File: config.mk
export PLATFORM = sky130hd
export DESIGN_NAME = mem_arbiter_flat
export DESIGN_NICKNAME = d
export VERILOG_FILES = /design/src/rtl/mem_arbiter_if.sv /design/src/rtl/mem_arbiter.sv /design/src/flat_wrapper.sv
export SDC_FILE = /design/constraint.sdc
export NUM_CORES = 1
export LEC_CHECK = 0
export BUFFER_PORTS_ARGS = -buffer_cell sky130_fd_sc_hd__buf_4
export CAP_MARGIN = 20
export CORE_MARGIN = 5
export CORE_UTILIZATION = 40
export DETAILED_ROUTE_END_ITERATION = 8
export PLACE_DENSITY_LB_ADDON = 0.15
export SYNTH_ARGS = -nofsm -noshare
export SYNTH_HDL_FRONTEND = slang
export SYNTH_SLANG_ARGS = --single-unit
File: constraint.sdc
create_clock -name clk -period 2.3 [get_ports clk]
set_input_delay 0.115 -clock clk [delete_from_list [all_inputs] [get_ports clk]]
set_output_delay 0.115 -clock clk [all_outputs]
set_load 0.02 [all_outputs]
File: src/rtl/mem_arbiter_if.sv
// Signal bundle between the consumers, the arbiter and the shared memory channel.
// master = consumers + memory model, slave = arbiter.
interface mem_arbiter_if #(
   parameter int ADDR_BITS     = 8,
   parameter int DATA_BITS     = 8,
   parameter int NUM_CONSUMERS = 4
);
   logic [NUM_CONSUMERS-1:0]                consumer_read_valid;
   logic [NUM_CONSUMERS-1:0][ADDR_BITS-1:0] consumer_read_address;
   logic [NUM_CONSUMERS-1:0]                consumer_read_ready;
   logic [NUM_CONSUMERS-1:0][DATA_BITS-1:0] consumer_read_data;
   logic [NUM_CONSUMERS-1:0]                consumer_write_valid;
   logic [NUM_CONSUMERS-1:0][ADDR_BITS-1:0] consumer_write_address;
   logic [NUM_CONSUMERS-1:0][DATA_BITS-1:0] consumer_write_data;
   logic [NUM_CONSUMERS-1:0]                consumer_write_ready;
   logic                                    mem_read_valid;
   logic [ADDR_BITS-1:0]                    mem_read_address;
   logic                                    mem_read_ready;
   logic [DATA_BITS-1:0]                    mem_read_data;
   logic                                    mem_write_valid;
   logic [ADDR_BITS-1:0]                    mem_write_address;
   logic [DATA_BITS-1:0]                    mem_write_data;
   logic                                    mem_write_ready;

   // Handshake: a consumer raises valid and may drop it at any time; once served,
   // ready stays high while valid stays high and falls the cycle after valid is seen low.
   // The memory raises ready for one sampled cycle to complete the outstanding request.
   modport master (
      output consumer_read_valid, consumer_read_address,
      input  consumer_read_ready, consumer_read_data,
      output consumer_write_valid, consumer_write_address, consumer_write_data,
      input  consumer_write_ready,
      input  mem_read_valid, mem_read_address,
      output mem_read_ready, mem_read_data,
      input  mem_write_valid, mem_write_address, mem_write_data,
      output mem_write_ready
   );

   modport slave (
      input  consumer_read_valid, consumer_read_address,
      output consumer_read_ready, consumer_read_data,
      input  consumer_write_valid, consumer_write_address, consumer_write_data,
      output consumer_write_ready,
      output mem_read_valid, mem_read_address,
      input  mem_read_ready, mem_read_data,
      output mem_write_valid, mem_write_address, mem_write_data,
      input  mem_write_ready
   );
endinterface

File: src/rtl/mem_arbiter.sv
// Round-robin arbiter sharing one memory read/write channel among NUM_CONSUMERS
// requesters; one access in flight at a time, all outputs registered.
module mem_arbiter #(
   parameter int ADDR_BITS     = 8,
   parameter int DATA_BITS     = 8,
   parameter int NUM_CONSUMERS = 4,
   parameter int WRITE_ENABLE  = 1
) (
   input  logic         clk,
   input  logic         reset,
   mem_arbiter_if.slave bus,
   output logic         busy,
   output logic [1:0]   dbg_state_o
);
   localparam int PW = $clog2(NUM_CONSUMERS);

   typedef enum logic [1:0] {
      IDLE       = 2'd0,
      READ_WAIT  = 2'd1,
      WRITE_WAIT = 2'd2,
      RELAY      = 2'd3
   } state_t;

   state_t                                  state_q, state_d;
   logic [PW-1:0]                           ptr_q, ptr_d;
   logic [PW-1:0]                           gnt_q, gnt_d;
   logic                                    served_wr_q, served_wr_d;
   logic                                    mrv_q, mrv_d;
   logic [ADDR_BITS-1:0]                    mra_q, mra_d;
   logic                                    mwv_q, mwv_d;
   logic [ADDR_BITS-1:0]                    mwa_q, mwa_d;
   logic [DATA_BITS-1:0]                    mwd_q, mwd_d;
   logic [NUM_CONSUMERS-1:0]                rd_rdy_q, rd_rdy_d;
   logic [NUM_CONSUMERS-1:0]                wr_rdy_q, wr_rdy_d;
   logic [NUM_CONSUMERS-1:0][DATA_BITS-1:0] rd_data_q, rd_data_d;

   logic [NUM_CONSUMERS-1:0] pending;
   logic                     found;
   logic [PW-1:0]            pick;
   logic [PW-1:0]            cand;
   logic                     served_valid;

   assign pending = bus.consumer_read_valid |
                    ((WRITE_ENABLE != 0) ? bus.consumer_write_valid : '0);

   // First pending consumer at or after ptr, wrapping.
   always_comb begin
      found = 1'b0;
      pick  = '0;
      cand  = '0;
      for (int i = 0; i < NUM_CONSUMERS; i++) begin
         cand = PW'((int'(ptr_q) + i) % NUM_CONSUMERS);
         if (!found && pending[cand]) begin
            found = 1'b1;
            pick  = cand;
         end
      end
   end

   assign served_valid = served_wr_q ? bus.consumer_write_valid[gnt_q]
                                     : bus.consumer_read_valid[gnt_q];

   always_comb begin
      state_d     = state_q;
      ptr_d       = ptr_q;
      gnt_d       = gnt_q;
      served_wr_d = served_wr_q;
      mrv_d       = mrv_q;
      mra_d       = mra_q;
      mwv_d       = mwv_q;
      mwa_d       = mwa_q;
      mwd_d       = mwd_q;
      rd_rdy_d    = rd_rdy_q;
      wr_rdy_d    = wr_rdy_q;
      rd_data_d   = rd_data_q;
      case (state_q)
         IDLE: begin
            if (found) begin
               gnt_d = pick;
               // Read wins when a consumer has both pending.
               if (bus.consumer_read_valid[pick]) begin
                  served_wr_d = 1'b0;
                  mrv_d       = 1'b1;
                  mra_d       = bus.consumer_read_address[pick];
                  state_d     = READ_WAIT;
               end else begin
                  served_wr_d = 1'b1;
                  mwv_d       = 1'b1;
                  mwa_d       = bus.consumer_write_address[pick];
                  mwd_d       = bus.consumer_write_data[pick];
                  state_d     = WRITE_WAIT;
               end
            end
         end
         READ_WAIT: begin
            if (bus.mem_read_ready) begin
               mrv_d            = 1'b0;
               rd_data_d[gnt_q] = bus.mem_read_data;
               rd_rdy_d[gnt_q]  = 1'b1;
               state_d          = RELAY;
            end
         end
         WRITE_WAIT: begin
            if (bus.mem_write_ready) begin
               mwv_d           = 1'b0;
               wr_rdy_d[gnt_q] = 1'b1;
               state_d         = RELAY;
            end
         end
         RELAY: begin
            if (!served_valid) begin
               rd_rdy_d = '0;
               wr_rdy_d = '0;
               ptr_d    = (gnt_q == PW'(NUM_CONSUMERS - 1)) ? '0 : gnt_q + 1'b1;
               state_d  = IDLE;
            end
         end
         default: state_d = IDLE;
      endcase
   end

   always_ff @(posedge clk or posedge reset) begin
      if (reset) begin
         state_q     <= IDLE;
         ptr_q       <= '0;
         gnt_q       <= '0;
         served_wr_q <= 1'b0;
         mrv_q       <= 1'b0;
         mra_q       <= '0;
         mwv_q       <= 1'b0;
         mwa_q       <= '0;
         mwd_q       <= '0;
         rd_rdy_q    <= '0;
         wr_rdy_q    <= '0;
         rd_data_q   <= '0;
      end else begin
         state_q     <= state_d;
         ptr_q       <= ptr_d;
         gnt_q       <= gnt_d;
         served_wr_q <= served_wr_d;
         mrv_q       <= mrv_d;
         mra_q       <= mra_d;
         mwv_q       <= mwv_d;
         mwa_q       <= mwa_d;
         mwd_q       <= mwd_d;
         rd_rdy_q    <= rd_rdy_d;
         wr_rdy_q    <= wr_rdy_d;
         rd_data_q   <= rd_data_d;
      end
   end

   assign bus.mem_read_valid       = mrv_q;
   assign bus.mem_read_address     = mra_q;
   assign bus.consumer_read_ready  = rd_rdy_q;
   assign bus.consumer_read_data   = rd_data_q;
   // A read-only channel ties every write-side output low.
   assign bus.mem_write_valid      = (WRITE_ENABLE != 0) ? mwv_q : 1'b0;
   assign bus.mem_write_address    = (WRITE_ENABLE != 0) ? mwa_q : '0;
   assign bus.mem_write_data       = (WRITE_ENABLE != 0) ? mwd_q : '0;
   assign bus.consumer_write_ready = (WRITE_ENABLE != 0) ? wr_rdy_q : '0;
   assign busy                     = (state_q != IDLE);
   assign dbg_state_o              = state_q;
endmodule

File: src/flat_wrapper.sv
// flat-port wrapper written by rule: the top's interface ports become plain ports
module mem_arbiter_flat 
#(
   parameter int ADDR_BITS     = 8,
   parameter int DATA_BITS     = 8,
   parameter int NUM_CONSUMERS = 4,
   parameter int WRITE_ENABLE  = 1
)
  (clk, reset, busy, dbg_state_o, bus_consumer_read_valid, bus_consumer_read_address, bus_consumer_read_ready, bus_consumer_read_data, bus_consumer_write_valid, bus_consumer_write_address, bus_consumer_write_data, bus_consumer_write_ready, bus_mem_read_valid, bus_mem_read_address, bus_mem_read_ready, bus_mem_read_data, bus_mem_write_valid, bus_mem_write_address, bus_mem_write_data, bus_mem_write_ready);
  mem_arbiter_if #(.ADDR_BITS(ADDR_BITS), .DATA_BITS(DATA_BITS), .NUM_CONSUMERS(NUM_CONSUMERS)) bus_i ();
  input  logic clk;
  input  logic reset;
  output logic busy;
  output logic [1:0] dbg_state_o;
  input wire logic [$bits(bus_i.consumer_read_valid)-1:0] bus_consumer_read_valid;
  input wire logic [$bits(bus_i.consumer_read_address)-1:0] bus_consumer_read_address;
  output wire logic [$bits(bus_i.consumer_read_ready)-1:0] bus_consumer_read_ready;
  output wire logic [$bits(bus_i.consumer_read_data)-1:0] bus_consumer_read_data;
  input wire logic [$bits(bus_i.consumer_write_valid)-1:0] bus_consumer_write_valid;
  input wire logic [$bits(bus_i.consumer_write_address)-1:0] bus_consumer_write_address;
  input wire logic [$bits(bus_i.consumer_write_data)-1:0] bus_consumer_write_data;
  output wire logic [$bits(bus_i.consumer_write_ready)-1:0] bus_consumer_write_ready;
  output wire logic [$bits(bus_i.mem_read_valid)-1:0] bus_mem_read_valid;
  output wire logic [$bits(bus_i.mem_read_address)-1:0] bus_mem_read_address;
  input wire logic [$bits(bus_i.mem_read_ready)-1:0] bus_mem_read_ready;
  input wire logic [$bits(bus_i.mem_read_data)-1:0] bus_mem_read_data;
  output wire logic [$bits(bus_i.mem_write_valid)-1:0] bus_mem_write_valid;
  output wire logic [$bits(bus_i.mem_write_address)-1:0] bus_mem_write_address;
  output wire logic [$bits(bus_i.mem_write_data)-1:0] bus_mem_write_data;
  input wire logic [$bits(bus_i.mem_write_ready)-1:0] bus_mem_write_ready;
  assign bus_i.consumer_read_valid = bus_consumer_read_valid;
  assign bus_i.consumer_read_address = bus_consumer_read_address;
  assign bus_consumer_read_ready = bus_i.consumer_read_ready;
  assign bus_consumer_read_data = bus_i.consumer_read_data;
  assign bus_i.consumer_write_valid = bus_consumer_write_valid;
  assign bus_i.consumer_write_address = bus_consumer_write_address;
  assign bus_i.consumer_write_data = bus_consumer_write_data;
  assign bus_consumer_write_ready = bus_i.consumer_write_ready;
  assign bus_mem_read_valid = bus_i.mem_read_valid;
  assign bus_mem_read_address = bus_i.mem_read_address;
  assign bus_i.mem_read_ready = bus_mem_read_ready;
  assign bus_i.mem_read_data = bus_mem_read_data;
  assign bus_mem_write_valid = bus_i.mem_write_valid;
  assign bus_mem_write_address = bus_i.mem_write_address;
  assign bus_mem_write_data = bus_i.mem_write_data;
  assign bus_i.mem_write_ready = bus_mem_write_ready;
  mem_arbiter #(.ADDR_BITS(ADDR_BITS), .DATA_BITS(DATA_BITS), .NUM_CONSUMERS(NUM_CONSUMERS), .WRITE_ENABLE(WRITE_ENABLE)) u_core (.clk(clk), .reset(reset), .bus(bus_i), .busy(busy), .dbg_state_o(dbg_state_o));
endmodule
==> After elaboration in Yosys (flattened, before gate mapping) <==
Index checks and enable logic that the tools add are counted.
{ "totals": {"out_inout_bits": 69, "ff_bits": 73, "word_cells": 119, "inputBits": 116} }
{ "op_classes": {"addsub": 4, "n_eq_ne": 10, "order_cmp": 7, "mux": 55, "n_reduce_logical": 23, "n_bitwise": 5} }
{ "ops": {"columns": ["operator", "n"], "rows": [
  ["$bmux 8 s2", 3],
  ["$bwmux 32", 1],
  ["$mux 8", 4],
  ["$mux 1", 20],
  ["$mux 2", 10],
  ["$lt 2x3->1 const B", 6],
  ["$demux 8 s2", 1],
  ["$pmux 4 s2", 2],
  ["$bmux 1 s2", 7],
  ["$mux 4", 3],
  ["$or 4x4->4", 3],
  ["$reduce_and 3->1", 4],
  ["$reduce_and 4->1", 3],
  ["$reduce_bool 2->1", 5],
  ["$ne 2x2->1 const B", 4],
  ["$pmux 2 s4", 1],
  ["$eq 2x2->1 const B", 3],
  ["$reduce_and 2->1", 3],
  ["$add 2x1->2 const B", 2],
  ["$add 2x2->2 const B", 2],
  ["$logic_and 1x1->1", 4],
  ["$ne 2x1->1 const B", 2],
  ["$pmux 1 s2", 2],
  ["$logic_not 1->1", 3],
  ["other kinds (5)", 6]
]} }

==> Longest topological paths before layout <==
Gate-level depths: netlist of the first run.
{ "depth": {"depth_word": 18, "ltp_mapped": 9, "depth_no_buf": 7} }

==> Least setup slack after synthesis of the first run <==
No wires, ideal clock.
{ "synth_path": {"kind": "reg-to-reg", "from": "register u_core.ptr_q[1]", "to": "register u_core.mra_q[0], in the netlist u_core.bus.mem_read_address[0]", "setup_time_ns": 0.125, "t_required_ns": 2.175, "period_less_slack_ns": 2.293, "setup_slack_ns": 0.007, "arrival_ns": 2.168, "path_buffers": 3, "path_stages_with_launch": 9, "cell_sequence": "dfrtp_1 > clkbuf_1 > o22ai_1 > nor4_4 > buf_2 > buf_4 > mux2i_1 > mux2i_1 > mux2_4"} }
{ "synth_via": {"elab_chain_len": 15, "word_cells_on_any_way": 30, "classes_between": "add/sub: 3; mux: 20; reduce/logical: 7"} }
{ "synth_rtl": {"columns": ["element", "line", "rtl"], "rows": [
  ["from (decl)", "mem_arbiter.sv:25", "logic [PW-1:0] ptr_q, ptr_d;"],
  ["from (signal assigned)", "mem_arbiter.sv:138", "ptr_q <= ptr_d;"],
  ["parallel branches: the longest is 15 deep, another holds $add 2x1->2", null, null],
  ["to (signal assigned)", "mem_arbiter.sv:142", "mra_q <= mra_d;"],
  ["to (decl)", "mem_arbiter.sv:29", "logic [ADDR_BITS-1:0] mra_q, mra_d;"]
]} }
Parallel ways; which one is timed is not known. The select of a mux whose other input is x is not followed.
A chain may end at the register's enable or synchronous reset.

==> Worst setup path in the final report of the first run <==
{ "layout_path": {"from": "register u_core.ptr_q[0]", "to": "register u_core.mra_q[0], in the netlist u_core.bus.mem_read_address[0]"} }
Same word-level chain as after synthesis.

==> flow_summary.toml, run 1 <==
[timing]
slew_viol_final = 0
relSlewSlack = 0.623
hold_viol = 0
timing.hold.ws_ns = 0.0181
tightestPinTransition_ns = 0.559
finalCriticalPeriod_ns = 2.20
setup_viol = 0
skew_ns = 0.0128
rsz0062_at_grt = "yes"
timing.fmax_ghz = 0.455
fin_crit_sh = 0.956
finalWorstSetupSlack_ns = 0.101

[finish]
areaGrowthSynthToFinish_pct = 47.4
final_net_count = 658
drive_above_1_share = 0.519
n_antenna_cell = 0
fill_cells = 795
final_cell_area_um2 = 6020

[pwr]
internal_power_mw = 4.83
seq_power_share = 0.285
p_leak_nw = 3.03
p_total_mw = 8.18
peakVddDrop_v = 0.000693
clockPowerShare = 0.122
power.density_nw_per_um2 = 1360
p_comb_frac = 0.594
p_sw_frac = 0.410
switching_power_mw = 3.35

[synth]
async_flop_share = 1.00
synth_top_cell_by_area = "dfrtp_1"
syn_area_um2 = 4080
ys_seq_area_frac = 0.447
synth_seq_cells = 73
syn_nets = 453
ys_top_cells_by_count = "73 x dfrtp_1, 73 x mux2i_1, 32 x mux2_2"
yosys.cell_types.count = 42
yosys-top-cells-area = "dfrtp_1 45%, mux2i_1 18%, mux2_2 8.8%, mux2_4 6.6%, ha_1 2.8%"
synthCells = 328
synth_top_area_frac = 0.447
avgSynthCellArea_um2 = 12.5
synth_ff_type = "dfrtp_1"
yosysWarningCount = 0
synth-edff-count = 0

[floorplan]
ios = 185
start_util = 0.414
die_area_um2 = 12300
rows = 36
core_um2 = 9860
die_y_um = 111
die_x_um = 111

[hold_path]
hp-class = "in2reg"

[clock_network]
cts_buffer_depth = 2
clock_latency_ns = 0.35
cts_root_buf = "clkbuf_8"
numCtsBuffers = 9
cts_setup_buffers = 0
path_clk_slew_ns = 0.09
cts.sinks = 73
cts_tree = "built"
htree_levels = 3

[setup_path]
start_kind = "register"
worstPathArrival_ns = 2.44
regToRegSetupSlack_ns = 0.10
required_ns = 2.54
crit_type = "reg2reg"
cp_max_fo = 9
cp-end-kind = "register"

[placed_design]
dpl_worst_slack_ns = 0.0213
gp_congestion = 0.912
numPortBuffers = 184
placed_area_um2 = 5730
hpwl_mm = 8.81

[detailed_routing]
drc_errors = 0
firstDrtPassIters = 4
detail_route.wl_per_cell_um = 17.0
antenna_left = 0
first_iter_violations = 115
via_per_inst = 5.06
wl_mm = 11.4
num_vias = 3392

[global_routing]
grt_pass1_wl_mm = 18.5
grt_use_total = 0.184
first_global_vias = 3614
antenna_found_initial = 0
overflow = 0
grt_max_degree = 50

[flow_run]
maxCapViolations = 0

[run_status]
status = "finished, final reports clean"
[worst paths after layout]
path,start,to,cells past startpoint
worst max-delay path,u_core.ptr_q[0]$_DFFE_PP0P_,u_core.bus.mem_read_address[0]$_DFFE_PP0P_,7
worst min-delay path,bus_mem_read_data[6],u_core.bus.consumer_read_data[30]$_DFFE_PP0P_,2
worst max register to register,u_core.ptr_q[0]$_DFFE_PP0P_,u_core.bus.mem_read_address[0]$_DFFE_PP0P_,7
worst min register to register,u_core.bus.mem_write_data[5]$_DFFE_PP0P_,u_core.bus.mem_write_data[5]$_DFFE_PP0P_,1
max in group asynchronous,reset,u_core.bus.consumer_read_data[14]$_DFFE_PP0P_,4
min in group asynchronous,reset,u_core.bus.mem_write_data[6]$_DFFE_PP0P_,3
[power groups by stage]
stage / sequential, mW / clock, mW / combinational (mW)
global placement: 2.33 / 0 / 4.74
finish: 2.33 / 0.995 / 4.86
CTS: 2.33 / 1.03 / 4.84
global route: 2.41 / 1.09 / 5.20
floorplan: 2.96 / 0 / 2.36
detailed placement: 2.33 / 0 / 4.84
[placed cells by master, fill, tap and decap left out, drive strengths merged, types with 2 or more instances in the layout]
master	count
a21oi	5
a31oi	2
nor2	18
clkbuf	10
mux4	2
inv	16
and3	3
mux2i	73
ha	9
dlygate4sd3	6
o221a	2
a221oi	2
o22ai	2
or2	2
nand2	15
o21ai	7
nor3	3
o211ai	4
mux2	57
dfrtp	73
o21a	4
nand2b	3
nand3	5
buf	202
[metrics by stage]
| stage | util | TNS [ns] | instances |
|---|---|---|---|
| after global routing | 0.610 | -0.0351 | 671 |
| after CTS | 0.605 | 0 | 668 |
| final | 0.610 | 0 | 671 |
| after global placement | 0.581 | 0 | 648 |
| after detailed placement | 0.581 | 0 | 648 |
| after floorplan | - | 0 | 328 |
[per-layer routing]
layer / vias up / wire length [um] / track usage
li1: 1602 / - / -
met1: 1679 / 4310 / 0.215
met2: 94 / 6230 / 0.331
met3: 17 / 674 / 0.0491
met4: 0 / 172 / 0.0519
met5: - / 0 / 0
[cell families after synthesis]
family	Yosys count	synth area share
AO/OA/AOI/OAI	36	0.0665
adder cells (fa/ha/maj)	9	0.0276
buffers and inverters	25	0.0325
flip-flops	73	0.447
multiplexers	132	0.364
AND/OR/NAND/NOR	53	0.0625
[flip-flops by register name (all words and copies together) (netlist names)]
signal / count
u_core.gnt_q: 2
u_core.bus.consumer_write_ready: 4
u_core.ptr_q: 2
u_core.bus.mem_write_address: 8
u_core.bus.consumer_read_data: 32
u_core.bus.mem_write_valid: 1
u_core.bus.mem_read_address: 8
u_core.dbg_state_o: 2
u_core.served_wr_q: 1
u_core.bus.mem_read_valid: 1
u_core.bus.mem_write_data: 8
u_core.bus.consumer_read_ready: 4
[repair_timing]
item,4_1_cts,5_1_grt
gates resized for setup,0,4
hold buffers,4,2
endpoints found under the setup margin,0,25
endpoints found under the hold margin,33,4
[cell type report]
cell class,instances,area [um2],area share
clock buffers,9,124,0.0206
well taps,133,166,0.0276
repair buffers,209,1660,0.276
multi-input cells,230,2130,0.354
inverters,10,37.5,0.00624
flip-flops and latches,73,1830,0.304
clock inverters,7,67.6,0.0112
[critical path, stage by stage (launching register included)]
cell and delay [ns]:
dfrtp_1 0.40, o21ba_1 0.27, a211oi_1 0.08, o21a_1 0.23, o221a_4 0.28, or3_1 0.37, buf_12 0.18, mux2_4 0.29
Power figures use the tool's default switching activity.
==> run 2, diff against run 1 <==
GPL_TIMING_DRIVEN = 0   (was not set)
==> run 2 against run 1 <==
Against the previous run:
- combinational power increased by 2%
- maximum frequency fell by 3.9%
- cell count rose by 0.89%
- sequential share of layout area decreased by 0.32 points
- non-clock buffer count rose by 6
- clock skew is essentially flat
- via count fell by 0.74%
==> flow_summary.toml, run 2 (same netlist as run 1, synthesis figures left out) <==
[pwr]
power.density_nw_per_um2 = 1360
peakVddDrop_v = 0.000687
p_total_mw = 8.29
p_leak_nw = 3.04

[timing]
fin_crit_sh = 0.995
relSlewSlack = 0.618
hold_viol = 0
slew_viol_final = 0
finalWorstSetupSlack_ns = 0.0112
timing.fmax_ghz = 0.437
finalCriticalPeriod_ns = 2.29
rsz0062_at_grt = "yes"
setup_viol = 0
tightestPinTransition_ns = 0.571
skew_ns = 0.0129

[detailed_routing]
num_vias = 3367
first_iter_violations = 95
antenna_left = 0
via_per_inst = 4.97
drc_errors = 0
detail_route.wl_per_cell_um = 17.2
firstDrtPassIters = 4
wl_mm = 11.6

[finish]
drive_above_1_share = 0.535
final_cell_mix = "195 x buf_4, 71 x mux2i_1, 70 x dfrtp_1, 32 x mux2_2, 18 x mux2_4"
n_antenna_cell = 0
final_cell_area_um2 = 6090
final_net_count = 664
areaGrowthSynthToFinish_pct = 49.1
mostFrequentLayoutCell = "buf_4"
largest_register_ffs = 32

[setup_path]
cp_slowest_cell = "dfrtp_2"
cp_num_buf_inv = 1
regToRegSetupSlack_ns = 0.01
crit_type = "reg2reg"
cp_max_fo = 7
start_kind = "register"
r2r_end = "u_core.bus.mem_read_address[0]$_DFFE_PP0P_"
required_ns = 2.54
cp-end-kind = "register"
path_delay_family = "compound AO/OA/AOI/OAI gates"
timing.rr.start = "u_core.ptr_q[0]$_DFFE_PP0P_"
path_cells = "o21ba_4 -> a211oi_2 -> o21a_1 -> o221a_4 -> or3_4 -> buf_8 -> mux2_4"
ff2ff_path_depth = 7
crit_path_max_incr_delay_ns = 0.46
worstPathArrival_ns = 2.52

[clock_network]
clock_latency_ns = 0.36
cts_tree = "built"
path_clk_slew_ns = 0.09
cts.sinks = 73
cts_root_buf = "clkbuf_8"
cts_buffer_depth = 2
numCtsBuffers = 9
htree_levels = 3

[placed_design]
dpl_worst_slack_ns = -0.478
hpwl_mm = 8.93
gp_congestion = 0.814
numPortBuffers = 183
placed_area_um2 = 5650

[floorplan]
ios = 185
die_x_um = 111
core_um2 = 9860
start_util = 0.414
rows = 36
die_area_um2 = 12300
die_y_um = 111

[hold_path]
hp-class = "in2reg"
hp-start = "bus_mem_read_data[5]"
hold_path_end = "u_core.bus.consumer_read_data[21]$_DFFE_PP0P_"
holdPathStages = 2

[global_routing]
grt_max_degree = 45
grt_use_total = 0.188
first_global_vias = 3638
overflow = 0
antenna_found_initial = 0
grt_pass1_wl_mm = 18.9

[flow_run]
maxCapViolations = 0

[run_status]
status = "finished, final reports clean"
[run 2: cell types whose count changed in the layout (fill, tap and decap cells not counted), sizes merged]
cell | previous run | this run
buf | 202 | 204
clkbuf | 10 | 14
[run 2: worst max path at each step]
stage                                            from                                          to  slack (ns)  cells after the start
after floorplan           u_core.ptr_q[1]$_DFFE_PP0P_  u_core.bus.mem_read_address[0]$_DFFE_PP0P_       0.007                      8
after CTS                 u_core.ptr_q[0]$_DFFE_PP0P_  u_core.bus.mem_read_address[2]$_DFFE_PP0P_      0.0008                      7
after global routing      u_core.ptr_q[0]$_DFFE_PP0P_  u_core.bus.mem_read_address[5]$_DFFE_PP0P_       -0.08                      7
after global placement                          reset  u_core.bus.mem_read_address[0]$_DFFE_PP0P_       -0.62                      2
after detailed placement  u_core.ptr_q[1]$_DFFE_PP0P_  u_core.bus.mem_read_address[0]$_DFFE_PP0P_       -0.48                      8
final                     u_core.ptr_q[0]$_DFFE_PP0P_  u_core.bus.mem_read_address[0]$_DFFE_PP0P_        0.01                      7
[run 2: area by class of cell]
type                    count  area [um2]
repair buffers            203        1560
well taps                 133         166
plain buffers              12         109
flip-flops and latches     73        1830
multi-input cells         230        2190
clock inverters             7        67.6
fillers                   823        3780
inverters                  10        40.0
clock buffers               9         124
[run 2: layer usage]
layer | track usage | share of wire | up-vias
met1 | 0.216 | 0.38 | 1657
li1 | - | - | 1614
met3 | 0.0595 | 0.058 | 8
met5 | 0 | 0 | -
met2 | 0.341 | 0.55 | 88
met4 | 0.0389 | 0.0070 | 0
[run 2: where the power goes]
group          leakage, nW  internal, mW  switching [mW]
registers            0.897          1.91           0.412
logic                 2.05          2.55            2.42
clock network       0.0966         0.426           0.572
total                 3.04          4.88            3.41
[run 2: timing repair]
item / CTS / global route
gates cloned: 1 / 0
hold endpoints to repair: 40 / 0
hold buffers: 6 / 0
setup endpoints to repair: 26 / 28
resized for setup: 17 / 15
pin swaps: 4 / 6
buffers inserted: 8 / 4
[run 2: through the flow]
stage / cells / hold WS (ns) / TNS [ns] / util
after global placement: 644 / 0.375 / -52.89 / 0.570
after detailed placement: 645 / 0.145 / -8.83 / 0.572
after CTS: 675 / 0.00475 / 0 / 0.609
after floorplan: 328 / 0.266 / 0 / -
final: 677 / 0.0183 / 0 / 0.617
after global routing: 677 / 0.00792 / -0.897 / 0.617
